**config.mk**
```make
export PLATFORM = sky130hd
export DESIGN_NAME = jtdsp16_do_loop_flat
export DESIGN_NICKNAME = d
export VERILOG_FILES = /design/src/rtl/jtdsp16_do_loop_if.sv /design/src/rtl/jtdsp16_do_loop.sv /design/src/flat_wrapper.sv
export SDC_FILE = /design/constraint.sdc
export NUM_CORES = 1
export LEC_CHECK = 0
export BUFFER_PORTS_ARGS = -buffer_cell sky130_fd_sc_hd__buf_2
export CAP_MARGIN = 25
export CELL_PAD_IN_SITES_DETAIL_PLACEMENT = 2
export CELL_PAD_IN_SITES_GLOBAL_PLACEMENT = 2
export CORE_ASPECT_RATIO = 1.75
export CORE_MARGIN = 2
export CORE_UTILIZATION = 48
export CTS_CLUSTER_SIZE = 30
export DETAILED_ROUTE_END_ITERATION = 8
export HOLD_SLACK_MARGIN = 0.03
export PLACE_DENSITY = 0.85
export SLEW_MARGIN = 20
export SYNTH_ARGS = -nofsm -noshare
export SYNTH_HDL_FRONTEND = slang
export SYNTH_SLANG_ARGS = --single-unit
```
**constraint.sdc**
```tcl
create_clock -name clk -period 6.6 [get_ports clk]
set_input_delay 0.66 -clock clk [delete_from_list [all_inputs] [get_ports clk]]
set_output_delay 0.66 -clock clk [all_outputs]
set_load 0.02 [all_outputs]
```
**src/rtl/jtdsp16_do_loop_if.sv**
```systemverilog
// Controller/ROM-side bundle for the DSP16 do/redo loop sequencer.
// The master drives the decode and fetch signals; the slave is the sequencer.
interface jtdsp16_do_loop_if;
  logic        cen;
  logic        do_start;
  logic [10:0] do_data;
  logic        fetch_adv;
  logic [15:0] rom_dout;
  logic [15:0] cache_dout;
  logic        cache_sel;
  logic        pc_halt;
  logic        busy;
  logic [6:0]  k_left;
  logic [3:0]  ni_len;
  logic        fault;

  modport master (
    output cen, do_start, do_data, fetch_adv, rom_dout,
    input  cache_dout, cache_sel, pc_halt, busy, k_left, ni_len, fault
  );

  modport slave (
    input  cen, do_start, do_data, fetch_adv, rom_dout,
    output cache_dout, cache_sel, pc_halt, busy, k_left, ni_len, fault
  );
endinterface

```
**src/rtl/jtdsp16_do_loop.sv**
```systemverilog
// DSP16 `do K { NI }` / `redo K` sequencer: captures the loop body from ROM on
// the first pass into a small cache and replays it for the remaining passes.
module jtdsp16_do_loop #(
  parameter int CW = 15
) (
  input  logic               clk,
  input  logic               rst_n,
  jtdsp16_do_loop_if.slave   bus
);

  localparam logic [1:0] S_IDLE   = 2'd0;
  localparam logic [1:0] S_FILL   = 2'd1;
  localparam logic [1:0] S_REPLAY = 2'd2;

  logic [1:0]  state_q, state_d;
  logic [3:0]  idx_q, idx_d;
  logic [6:0]  k_left_q, k_left_d;
  logic [3:0]  ni_len_q, ni_len_d;
  logic        fault_q, fault_d;
  logic [15:0] cache_q [0:CW-1];
  logic [15:0] cache_d [0:CW-1];

  logic [3:0]  do_ni;
  logic [6:0]  do_k;
  logic        last_word;
  logic        eop;
  logic [6:0]  k_cur;

  assign do_ni     = bus.do_data[10:7];
  assign do_k      = bus.do_data[6:0];
  assign last_word = (idx_q == ni_len_q - 4'd1);

  always_comb begin
    state_d  = state_q;
    idx_d    = idx_q;
    k_left_d = k_left_q;
    ni_len_d = ni_len_q;
    fault_d  = fault_q;
    cache_d  = cache_q;
    eop      = 1'b0;
    k_cur    = k_left_q;
    if (bus.cen) begin
      case (state_q)
        S_IDLE: begin
          if (bus.do_start) begin
            if (do_k == 7'd0) begin
              fault_d = 1'b1;
            end else if (do_ni != 4'd0) begin
              // The decode cycle doubles as fill step 0, so a one-word body
              // can finish its pass without ever entering FILL.
              ni_len_d = do_ni;
              k_left_d = do_k;
              k_cur    = do_k;
              if (bus.fetch_adv) cache_d[0] = bus.rom_dout;
              if (do_ni == 4'd1 && bus.fetch_adv) begin
                eop = 1'b1;
              end else begin
                state_d = S_FILL;
                idx_d   = bus.fetch_adv ? 4'd1 : 4'd0;
              end
            end else if (ni_len_q == 4'd0) begin
              fault_d = 1'b1;
            end else begin
              k_left_d = do_k;
              idx_d    = 4'd0;
              state_d  = S_REPLAY;
            end
          end
        end
        S_FILL: begin
          if (bus.do_start) fault_d = 1'b1;
          if (bus.fetch_adv) begin
            cache_d[idx_q] = bus.rom_dout;
            if (last_word) eop = 1'b1;
            else           idx_d = idx_q + 4'd1;
          end
        end
        S_REPLAY: begin
          if (bus.do_start) fault_d = 1'b1;
          if (bus.fetch_adv) begin
            if (last_word) eop = 1'b1;
            else           idx_d = idx_q + 4'd1;
          end
        end
        default: state_d = S_IDLE;
      endcase

      if (eop) begin
        idx_d = 4'd0;
        if (k_cur == 7'd1) begin
          state_d  = S_IDLE;
          k_left_d = 7'd0;
        end else begin
          k_left_d = k_cur - 7'd1;
          state_d  = S_REPLAY;
        end
      end
    end
  end

  always_ff @(posedge clk or negedge rst_n) begin
    if (!rst_n) begin
      state_q  <= S_IDLE;
      idx_q    <= 4'd0;
      k_left_q <= 7'd0;
      ni_len_q <= 4'd0;
      fault_q  <= 1'b0;
      for (int i = 0; i < CW; i++) cache_q[i] <= 16'd0;
    end else begin
      state_q  <= state_d;
      idx_q    <= idx_d;
      k_left_q <= k_left_d;
      ni_len_q <= ni_len_d;
      fault_q  <= fault_d;
      for (int i = 0; i < CW; i++) cache_q[i] <= cache_d[i];
    end
  end

  // Control outputs come from the registered state, one cen cycle behind.
  assign bus.cache_dout = cache_q[idx_q];
  assign bus.cache_sel  = (state_q == S_REPLAY);
  assign bus.pc_halt    = (state_q == S_REPLAY);
  assign bus.busy       = (state_q == S_FILL) || (state_q == S_REPLAY);
  assign bus.k_left     = k_left_q;
  assign bus.ni_len     = ni_len_q;
  assign bus.fault      = fault_q;

endmodule

```
**src/flat_wrapper.sv**
```systemverilog
// flat-port wrapper written by rule: the top's interface ports become plain ports
module jtdsp16_do_loop_flat 
#(
  parameter int CW = 15
)
  (clk, rst_n, bus_cen, bus_do_start, bus_do_data, bus_fetch_adv, bus_rom_dout, bus_cache_dout, bus_cache_sel, bus_pc_halt, bus_busy, bus_k_left, bus_ni_len, bus_fault);
  jtdsp16_do_loop_if bus_i ();
  input  logic clk;
  input  logic rst_n;
  input wire logic [$bits(bus_i.cen)-1:0] bus_cen;
  input wire logic [$bits(bus_i.do_start)-1:0] bus_do_start;
  input wire logic [$bits(bus_i.do_data)-1:0] bus_do_data;
  input wire logic [$bits(bus_i.fetch_adv)-1:0] bus_fetch_adv;
  input wire logic [$bits(bus_i.rom_dout)-1:0] bus_rom_dout;
  output wire logic [$bits(bus_i.cache_dout)-1:0] bus_cache_dout;
  output wire logic [$bits(bus_i.cache_sel)-1:0] bus_cache_sel;
  output wire logic [$bits(bus_i.pc_halt)-1:0] bus_pc_halt;
  output wire logic [$bits(bus_i.busy)-1:0] bus_busy;
  output wire logic [$bits(bus_i.k_left)-1:0] bus_k_left;
  output wire logic [$bits(bus_i.ni_len)-1:0] bus_ni_len;
  output wire logic [$bits(bus_i.fault)-1:0] bus_fault;
  assign bus_i.cen = bus_cen;
  assign bus_i.do_start = bus_do_start;
  assign bus_i.do_data = bus_do_data;
  assign bus_i.fetch_adv = bus_fetch_adv;
  assign bus_i.rom_dout = bus_rom_dout;
  assign bus_cache_dout = bus_i.cache_dout;
  assign bus_cache_sel = bus_i.cache_sel;
  assign bus_pc_halt = bus_i.pc_halt;
  assign bus_busy = bus_i.busy;
  assign bus_k_left = bus_i.k_left;
  assign bus_ni_len = bus_i.ni_len;
  assign bus_fault = bus_i.fault;
  jtdsp16_do_loop #(.CW(CW)) u_core (.clk(clk), .rst_n(rst_n), .bus(bus_i));
endmodule
```
==> impl_metrics.env, run 1 <==
export IMPL_status="finished, final reports clean"
export IMPL_fin_skew_ns=0.01832
export IMPL_synth_edf_count=0
export IMPL_setup_viol=0
export IMPL_yosysTopAreaCell="dfrtp_1"
export IMPL_hpwl_um=24080
export IMPL_synth_cell_types=52
export IMPL_drt_initial_drc_count=417
export IMPL_ys_warnings_count=0
export IMPL_synth_top_cell_area_share_pct=52.17
export IMPL_finalNetCount=958
export IMPL_cts_buffers=25
export IMPL_final_common_cell="dfrtp_1"
export IMPL_maxSlewHeadroom_pct=25.40
export IMPL_cp_end_kind="output port"
export IMPL_netlist_area_um2=12380
export IMPL_first_global_vias=9204
export IMPL_overflow=0
export IMPL_crit_type="flop to output port"
export IMPL_cts_resized=0
export IMPL_htree_levels=1
export IMPL_viasPerCell=6.204
export IMPL_clock_path_buffers=3
export IMPL_drv_cap=0
export IMPL_slowest_stage="dfrtp_4"
export IMPL_drv_slew=0
export IMPL_finalPower_mw=5.336
export IMPL_grt_max_degree=185
export IMPL_synthFlopType="dfrtp_1"
export IMPL_fp_dieH_um=216.4
export IMPL_core_area_um2=25340
export IMPL_power_density_nw_per_um2=385.2
export IMPL_synth_nets=912
export IMPL_critPathMaxFanout=48
export IMPL_vias=7730
export IMPL_p_leak_nw=6.450
export IMPL_startpoint_type="flop"
export IMPL_diodes=0
export IMPL_syn_inst=868
export IMPL_holdBufCountCts=0
export IMPL_timing_fmax_mhz=243.8
export IMPL_async_flop_share_pct=100.0
export IMPL_antenna_found_initial=2
export IMPL_grt_total_usage_pct=29.39
export IMPL_wirelength_um=38760
export IMPL_setup_tns_ns=0
export IMPL_ant_nets=0
export IMPL_final_min_clock_period_ns=4.102
export IMPL_std_cell_rows=77
export IMPL_initial_core_util_pct=48.84
export IMPL_synth_seq_cells=258
export IMPL_path_clk_slew_ns=0.07
export IMPL_cp_arrival_ns=3.44
export IMPL_hold_class="input pin to async pin"
export IMPL_cts_sinks=258
export IMPL_rsz0062_at_grt="no"
export IMPL_crit_top_cell="mux4_2"
export IMPL_die_w_um=125.4
export IMPL_tightest_slew_ns=1.116
export IMPL_vdd_ir_drop_max_uv=253.1
export IMPL_synth_seq_area_share_pct=52.17
export IMPL_fin_hold_ws_ns=0.07646
export IMPL_cp_required_ns=5.94
export IMPL_num_io_pins=63
export IMPL_port_buffers=62
export IMPL_area_growth_pct=11.94
export IMPL_final_cell_mix="255 x dfrtp_1, 228 x mux2_2, 71 x nand2_1"
export IMPL_cts_setup_buffers=0
export IMPL_crit_chain="buf_4 > mux4_2 > mux4_2 > buf_2"
export IMPL_drt_pass1_iter_count=4
export IMPL_hold_viol_final=0
export IMPL_gp_congestion=0.7605
export IMPL_wl_per_cell_um=31.11
export IMPL_cts_tree="yes"
export IMPL_syn_avg_cell_area_um2=14.26
export IMPL_grt_pass1_wl_um=59310
export IMPL_drc=0
export IMPL_worstSkewPairLatency_ns=0.54
export IMPL_fp_dieArea_um2=27130
export IMPL_slowest_delay_ns=1.03
export IMPL_yosys_top_cells_area="dfrtp_1 52%, mux2_2 21%, mux4_2 12%"
export IMPL_root_buffer="clkbuf_16"
export IMPL_post_route_period_util_pct=62.15
export IMPL_drive_gt1_share_pct=47.42
-- synthesized netlist by cell type, drive strengths merged, types with 3 or more instances --
master and n:
nand3 4, clkbuf 43, xnor2 9, mux4 64, dfrtp 258, nand2b 4, buf 20, nand2 71
nor2 23, a21oi 4, inv 11, xor2 3, mux2i 24, mux2 234, o21ai 42, nor3 7
nor4 5, ha 12
-- metrics by stage --
step | instances | cell area, um2 | worst slack, ns | utilization (%)
5_1_grt | 1246 | 13850 | 2.333 | 54.67
2_1_floorplan | 868 | 12380 | 3.713 | -
6_report | 1246 | 13850 | 2.498 | 54.67
4_1_cts | 1245 | 13830 | 2.461 | 54.58
3_3_place_gp | 1200 | 13010 | 3.139 | 51.35
3_5_place_dp | 1202 | 13040 | 2.989 | 51.45
-- cell families after synthesis --
family | count (synthesis) | share of synthesized area (%)
multiplexers | 322 | 34.88
flip-flops | 258 | 52.17
AND/OR/NAND/NOR | 127 | 4.924
buffers and inverters | 74 | 2.507
AO/OA/AOI/OAI | 62 | 3.266
XOR/XNOR | 13 | 1.041
adder cells (fa/ha/maj) | 12 | 1.213
-- routing by layer --
metal	vias up	GRT usage, %	wire [um]
li1	3248	-	-
met1	4190	33.32	14060
met2	208	56.01	21970
met3	84	3.283	1253
met4	0	11.41	1485
met5	-	0	0
-- state kept, by name (all words and copies together), names as in the netlist --
name               cells
u_core.bus.ni_len      4
u_core.cache_q       240
u_core.bus.fault       1
u_core.state_q         2
u_core.bus.k_left      7
u_core.idx_q           4
-- where the power goes --
part	internal (mW)	total [mW]	switching (mW)
registers	1.85	2.20	0.341
logic	0.798	1.72	0.917
clock network	0.801	1.43	0.624
total	3.45	5.34	1.88
-- final cells by class --
class                      count  area (um2)
multi-input combinational    536        5655
fill                        2273       11480
clock inverter                 8       71.32
timing repair buffer          82       501.7
inverter                      11       41.29
clock buffer                  35       723.2
sequential                   258        6465
tap                          316       395.4
-- worst max-delay path: cells and delay by family, from the launching register on --
family	cells	cell delay (ns)
muxes	2	1.07
buffers and inverters	2	0.72
DFF	1	1.03
-- path summary, 6_finish.rpt --
path / start / end / slack [ns] / cells past startpoint
setup / recovery: u_core.idx_q[0]$_DFFE_PN0P_ / bus_cache_dout[5] / 2.50 / 4
hold / removal: rst_n / u_core.bus.k_left[5]$_DFFE_PN0P_ / 0.08 / 1
setup reg to reg: u_core.idx_q[1]$_DFFE_PN0P_ / u_core.cache_q[78]$_DFFE_PN0P_ / 3.05 / 6
hold reg to reg: u_core.bus.fault$_DFFE_PN0P_ / u_core.bus.fault$_DFFE_PN0P_ / 0.48 / 1
max in group asynchronous: rst_n / u_core.cache_q[158]$_DFFE_PN0P_ / 5.09 / 2
min in group clk: bus_do_start / u_core.bus.fault$_DFFE_PN0P_ / 0.40 / 2
(Power assumes the default switching activity.)
==> run 2: changes to the inputs <==
--- a/config.mk
+++ b/config.mk
@@ -11,11 +11,11 @@
 export CELL_PAD_IN_SITES_GLOBAL_PLACEMENT = 2
 export CORE_ASPECT_RATIO = 1.75
 export CORE_MARGIN = 2
-export CORE_UTILIZATION = 48
+export CORE_UTILIZATION = 40
 export CTS_CLUSTER_SIZE = 30
 export DETAILED_ROUTE_END_ITERATION = 8
 export HOLD_SLACK_MARGIN = 0.03
-export PLACE_DENSITY = 0.85
+export PLACE_DENSITY = 0.76
 export SLEW_MARGIN = 20
 export SYNTH_ARGS = -nofsm -noshare
 export SYNTH_HDL_FRONTEND = slang
==> constraint.sdc (replaced) <==
create_clock -name clk -period 3.3 [get_ports clk]
set_input_delay 0.33 -clock clk [delete_from_list [all_inputs] [get_ports clk]]
set_output_delay 0.33 -clock clk [all_outputs]
set_load 0.02 [all_outputs]
==> run 2 against run 1 <==
Via count about the same. Non-clock buffer count increased by 17. Worst hold slack got worse by 0.0094 ns. Clock power increased by 110%. Register-to-register slack got worse by 2.7 ns. Global-route usage decreased by 5.1 points. Worst setup slack got worse by 2.3 ns. Clock skew decreased by 0.0037 ns. Combinational power increased by 120%. Die area increased by 19%. Largest cell class unchanged. Largest power group unchanged.
==> impl_metrics.env, run 2 (synthesis results as in run 1) <==
export IMPL_grt_pass1_wl_um=57790
export IMPL_crit_type="flop to output port"
export IMPL_wl_per_cell_um=27.73
export IMPL_power_density_nw_per_um2=770.5
export IMPL_drv_cap=0
export IMPL_core_area_um2=30630
export IMPL_path_clk_slew_ns=0.07
export IMPL_cts_sinks=258
export IMPL_clock_path_buffers=3
export IMPL_crit_family="multiplexers"
export IMPL_setup_tns_ns=0
export IMPL_drt_pass1_iter_count=4
export IMPL_worstSkewPairLatency_ns=0.56
export IMPL_drt_initial_drc_count=325
export IMPL_cp_required_ns=2.97
export IMPL_drive_gt1_share_pct=48.53
export IMPL_antenna_found_initial=2
export IMPL_crit_top_cell="mux4_2"
export IMPL_rsz0062_at_grt="no"
export IMPL_setup_viol=0
export IMPL_area_growth_pct=14.75
export IMPL_cp_arrival_ns=2.76
export IMPL_vdd_ir_drop_max_uv=488.6
export IMPL_top_register="u_core.cache_q"
export IMPL_postLayoutCellArea_um2=14200
export IMPL_gp_congestion=0.7716
export IMPL_dpl_cell_area_um2=13250
export IMPL_worst_path_stages=4
export IMPL_htree_levels=1
export IMPL_final_cell_mix="255 x dfrtp_1, 228 x mux2_2, 71 x nand2_1"
export IMPL_critPathMaxFanout=27
export IMPL_fin_util_pct=46.36
export IMPL_crit_end="bus_cache_dout[6]"
export IMPL_post_route_period_util_pct=93.74
export IMPL_port_buffers=62
export IMPL_num_io_pins=63
export IMPL_ant_nets=0
export IMPL_fp_dieH_um=236.7
export IMPL_finalNetCount=976
export IMPL_largest_reg_flops=240
export IMPL_overflow=0
export IMPL_drv_slew=0
export IMPL_slowest_delay_ns=0.58
export IMPL_root_buffer="clkbuf_16"
export IMPL_std_cell_rows=85
export IMPL_wirelength_um=37270
export IMPL_viasPerCell=5.754
export IMPL_tightest_slew_ns=1.081
export IMPL_dp_slack_ns=0.3738
export IMPL_slowest_stage="dfrtp_4"
export IMPL_crit_chain="buf_16 > mux4_2 > mux4_2 > buf_2"
export IMPL_regToRegEndpoint="u_core.bus.k_left[4]$_DFFE_PN0P_"
export IMPL_maxSlewHeadroom_pct=27.79
export IMPL_hold_viol_final=0
export IMPL_fp_dieArea_um2=32420
export IMPL_timing_fmax_mhz=323.3
export IMPL_first_global_vias=9154
export IMPL_die_w_um=137.0
export IMPL_finalPower_mw=10.94
export IMPL_cts_tree="yes"
export IMPL_r2r_cells=12
export IMPL_hold_class="input pin to flop"
export IMPL_hpwl_um=22330
export IMPL_setup_ws_ns=0.2066
export IMPL_fin_skew_ns=0.01463
export IMPL_drc=0
export IMPL_vias=7733
export IMPL_final_common_cell="dfrtp_1"
export IMPL_final_min_clock_period_ns=3.093
export IMPL_cts_buffers=26
export IMPL_grt_max_degree=76
export IMPL_status="finished, final reports clean"
export IMPL_cp_end_kind="output port"
export IMPL_initial_core_util_pct=40.40
export IMPL_r2r_start="u_core.state_q[0]$_DFFE_PN0P_"
export IMPL_startpoint="u_core.idx_q[0]$_DFFE_PN0P_"
export IMPL_p_leak_nw=6.596
export IMPL_reg2reg_slack_ns=0.37
export IMPL_grt_total_usage_pct=24.27
export IMPL_startpoint_type="flop"
export IMPL_cp_num_buf_inv=2
## run 2: changes by cell type in the layout (fill, tap and decap cells not counted), moves of 2 or more
cell      delta
buf_8        -2
buf_4       +14
buf_12       +3
clkinv_2     +2
## run 2: where the power goes
group / total [mW] / internal (mW) / switching (mW)
logic: 3.72 / 1.73 / 1.99
registers: 4.21 / 3.71 / 0.502
clock network: 3.00 / 1.69 / 1.31
## run 2: cell type report
cell class / count / area, um2
Clock buffer: 37 / 762.0
Multi-Input combinational cell: 536 / 5648
Sequential cell: 258 / 6465
Tap cell: 391 / 489.2
Antenna cell: 1 / 2.502
Timing Repair Buffer: 99 / 695.7
Clock inverter: 11 / 97.59
Inverter: 11 / 41.29
Fill cell: 2923 / 16430
## run 2: layer usage
layer	GRT usage, %	wire [um]	vias up
met5	0	7	-
met4	7.654	1025	2
met3	3.147	1242	66
met2	45.44	21040	153
met1	28.09	13960	4207
li1	-	-	3305
## run 2: metrics by stage
stage          std cells  hold slack (ns)
5_1_grt             1343          0.06593
3_3_place_gp        1288           0.3677
6_report            1344          0.06710
3_5_place_dp        1288           0.3723
2_1_floorplan        868          0.03441
4_1_cts             1338          0.04853
## run 2: worst register-to-register path, stage by stage, from the launching register on
cell and delay (ns):
dfrtp_1 0.41, inv_1 0.09, ha_1 0.24, nand2_1 0.16, a211oi_2 0.39, mux2i_1 0.32
ha_1 0.28, nor3b_1 0.25, xnor2_1 0.15, nor2_1 0.06, a21oi_1 0.12, o21ai_1 0.07
mux2_1 0.27
## run 2: how the worst min path moves through the flow
stage / slack [ns] / endpoint / start / cells past startpoint
2_1_floorplan: 0.03 / u_core.bus.fault$_DFFE_PN0P_ / rst_n / 0
3_3_place_gp: 0.37 / u_core.cache_q[139]$_DFFE_PN0P_ / rst_n / 1
3_5_place_dp: 0.37 / u_core.cache_q[123]$_DFFE_PN0P_ / rst_n / 1
4_1_cts: 0.05 / u_core.bus.fault$_DFFE_PN0P_ / bus_do_start / 2
5_1_grt: 0.07 / u_core.bus.ni_len[0]$_DFFE_PN0P_ / bus_do_data[7] / 2
6_report: 0.07 / u_core.bus.fault$_DFFE_PN0P_ / bus_do_start / 2
## run 2: repair_timing
| item | in CTS | in global routing |
|---|---|---|
| gates cloned | 1 | 0 |
| hold buffers | 1 | 0 |
| setup endpoints to repair | 3 | 10 |
| hold endpoints to repair | 72 | 0 |
| gates resized for setup | 1 | 0 |
| buffers inserted | 0 | 5 |
==> run 3: changes to the inputs <==
--- a/config.mk
+++ b/config.mk
@@ -11,11 +11,11 @@
 export CELL_PAD_IN_SITES_GLOBAL_PLACEMENT = 2
 export CORE_ASPECT_RATIO = 1.75
 export CORE_MARGIN = 2
-export CORE_UTILIZATION = 40
+export CORE_UTILIZATION = 35
 export CTS_CLUSTER_SIZE = 30
 export DETAILED_ROUTE_END_ITERATION = 8
 export HOLD_SLACK_MARGIN = 0.03
-export PLACE_DENSITY = 0.76
+export PLACE_DENSITY = 0.68
 export SLEW_MARGIN = 20
 export SYNTH_ARGS = -nofsm -noshare
 export SYNTH_HDL_FRONTEND = slang
==> run 3 against run 2 <==
Global-route usage fell by 4.7 points. Non-clock buffer count up 7. Die area grew 14%. Critical path depth stayed put. Sequential cell count stayed put. Clock skew down 0.0068 ns. Clock power up 3%. Total power shrank 0.51%. Combinational power decreased by 3%. Worst setup slack worse by 0.027 ns. Critical path type unchanged. Highest routed layer is now met4.
==> impl_metrics.env, run 3 (synthesis results as in run 1) <==
export IMPL_grt_total_usage_pct=19.55
export IMPL_std_cell_rows=91
export IMPL_clock_path_buffers=3
export IMPL_cp_end_kind="output port"
export IMPL_final_cell_mix="255 x dfrtp_1, 228 x mux2_2, 71 x nand2_1"
export IMPL_hpwl_um=22990
export IMPL_drt_initial_drc_count=267
export IMPL_setup_tns_ns=0
export IMPL_first_global_vias=8779
export IMPL_tightest_slew_ns=0.9886
export IMPL_hold_viol_final=0
export IMPL_vdd_ir_drop_max_uv=410.7
export IMPL_top_register="u_core.cache_q"
export IMPL_fp_dieH_um=252.8
export IMPL_path_clk_slew_ns=0.06
export IMPL_drc=0
export IMPL_p_leak_nw=6.642
export IMPL_drv_cap=0
export IMPL_fillerInstances=3495
export IMPL_rsz0062_at_grt="no"
export IMPL_fp_dieArea_um2=36940
export IMPL_crit_top_cell="mux4_2"
export IMPL_hold_class="input pin to flop"
export IMPL_finalNetCount=983
export IMPL_worstSkewPairLatency_ns=0.54
export IMPL_cp_required_ns=2.97
export IMPL_cp_arrival_ns=2.79
export IMPL_drt_pass1_iter_count=6
export IMPL_power_density_nw_per_um2=756.2
export IMPL_drv_slew=0
export IMPL_cts_sinks=258
export IMPL_gp_congestion=0.7537
export IMPL_critPathMaxFanout=15
export IMPL_finalPower_mw=10.89
export IMPL_fin_skew_ns=0.007814
export IMPL_largest_reg_flops=240
export IMPL_port_buffers=62
export IMPL_status="finished, final reports clean"
export IMPL_htree_levels=1
export IMPL_root_buffer="clkbuf_16"
export IMPL_post_route_period_util_pct=94.55
export IMPL_final_min_clock_period_ns=3.120
export IMPL_grt_pass1_wl_um=55080
export IMPL_startpoint_type="flop"
export IMPL_initial_core_util_pct=35.29
export IMPL_crit_type="flop to output port"
export IMPL_wl_per_cell_um=24.46
export IMPL_cts_tree="yes"
export IMPL_slowest_stage="dfrtp_4"
export IMPL_diodes=0
export IMPL_slowest_delay_ns=0.62
export IMPL_core_area_um2=35070
export IMPL_setup_viol=0
export IMPL_fin_hold_ws_ns=0.06509
export IMPL_final_common_cell="dfrtp_1"
export IMPL_viasPerCell=5.351
export IMPL_crit_chain="buf_4 > mux4_2 > mux4_2 > buf_2"
export IMPL_wirelength_um=34800
export IMPL_ant_nets=0
export IMPL_maxSlewHeadroom_pct=33.93
export IMPL_vias=7615
export IMPL_cts_buffers=26
export IMPL_drive_gt1_share_pct=48.75
export IMPL_timing_fmax_mhz=320.5
export IMPL_die_w_um=146.1
export IMPL_overflow=0
export IMPL_area_growth_pct=16.32
export IMPL_num_io_pins=63
export IMPL_grt_max_degree=113
export IMPL_antenna_found_initial=0
[run 3: cell count changes in the layout (fill, tap and decap cells not counted), moves of 2 or more]
cell / delta
buf_12: +4
buf_4: +4
clkinv_2: -3
clkbuf_1: +2
[run 3: final timing paths]
kind	start	end	slack, ns	depth (start not counted)
max in group asynchronous	rst_n	u_core.idx_q[1]$_DFFE_PN0P_	2.03	3
worst max register to register	u_core.state_q[1]$_DFFE_PN0P_	u_core.bus.k_left[4]$_DFFE_PN0P_	0.32	12
worst min register to register	u_core.bus.fault$_DFFE_PN0P_	u_core.bus.fault$_DFFE_PN0P_	0.48	1
worst min-delay path	bus_do_data[7]	u_core.bus.ni_len[0]$_DFFE_PN0P_	0.07	2
min in group asynchronous	rst_n	u_core.cache_q[65]$_DFFE_PN0P_	0.44	2
worst max-delay path	u_core.idx_q[0]$_DFFE_PN0P_	bus_cache_dout[2]	0.18	4
[run 3: report_power, final]
group / internal (mW) / switching (mW) / total (mW)
Sequential: 3.71 / 0.469 / 4.18
Clock: 1.83 / 1.27 / 3.10
Combinational: 1.69 / 1.92 / 3.61
[run 3: cell type report]
| type | instances | area, um2 | share of cell area, % |
|---|---|---|---|
| multi-input combinational | 536 | 5658 | 39.30 |
| sequential | 258 | 6465 | 44.91 |
| tap | 465 | 581.8 | 4.042 |
| clock inverter | 6 | 80.08 | 0.5563 |
| clock buffer | 41 | 808.3 | 5.615 |
| timing repair buffer | 106 | 760.7 | 5.285 |
| inverter | 11 | 41.29 | 0.2868 |
[run 3: critical path, delay by kind of cell (launching register included)]
kind,cells,cell delay [ns]
buffers and inverters,2,0.55
flip-flops,1,0.62
multiplexers,2,1.07
[run 3: repair_timing]
item / CTS / global route
setup buffers: 1 / 0
pin swaps: 0 / 0
gates resized for setup: 0 / 1
hold endpoints to repair: 106 / 0
setup endpoints to repair: 4 / 1
hold buffers: 1 / 0
[run 3: metrics by stage]
step	cell area (um2)	setup WS, ns	instances	util, %
after global placement	13470	0.4668	1374	38.42
after floorplan	12380	0.4565	868	-
after detailed placement	13470	0.3397	1374	38.42
after CTS	14390	0.1199	1423	41.03
final	14400	0.1799	1423	41.05
after global routing	14400	0.04348	1423	41.05
[run 3: layer usage]
| metal | up-vias | track usage (%) | wire, um |
|---|---|---|---|
| met5 | - | 0 | 0 |
| met2 | 89 | 37.83 | 19800 |
| met1 | 4173 | 23.08 | 13570 |
| met3 | 46 | 1.751 | 687 |
| met4 | 0 | 4.993 | 741 |
| li1 | 3307 | - | - |
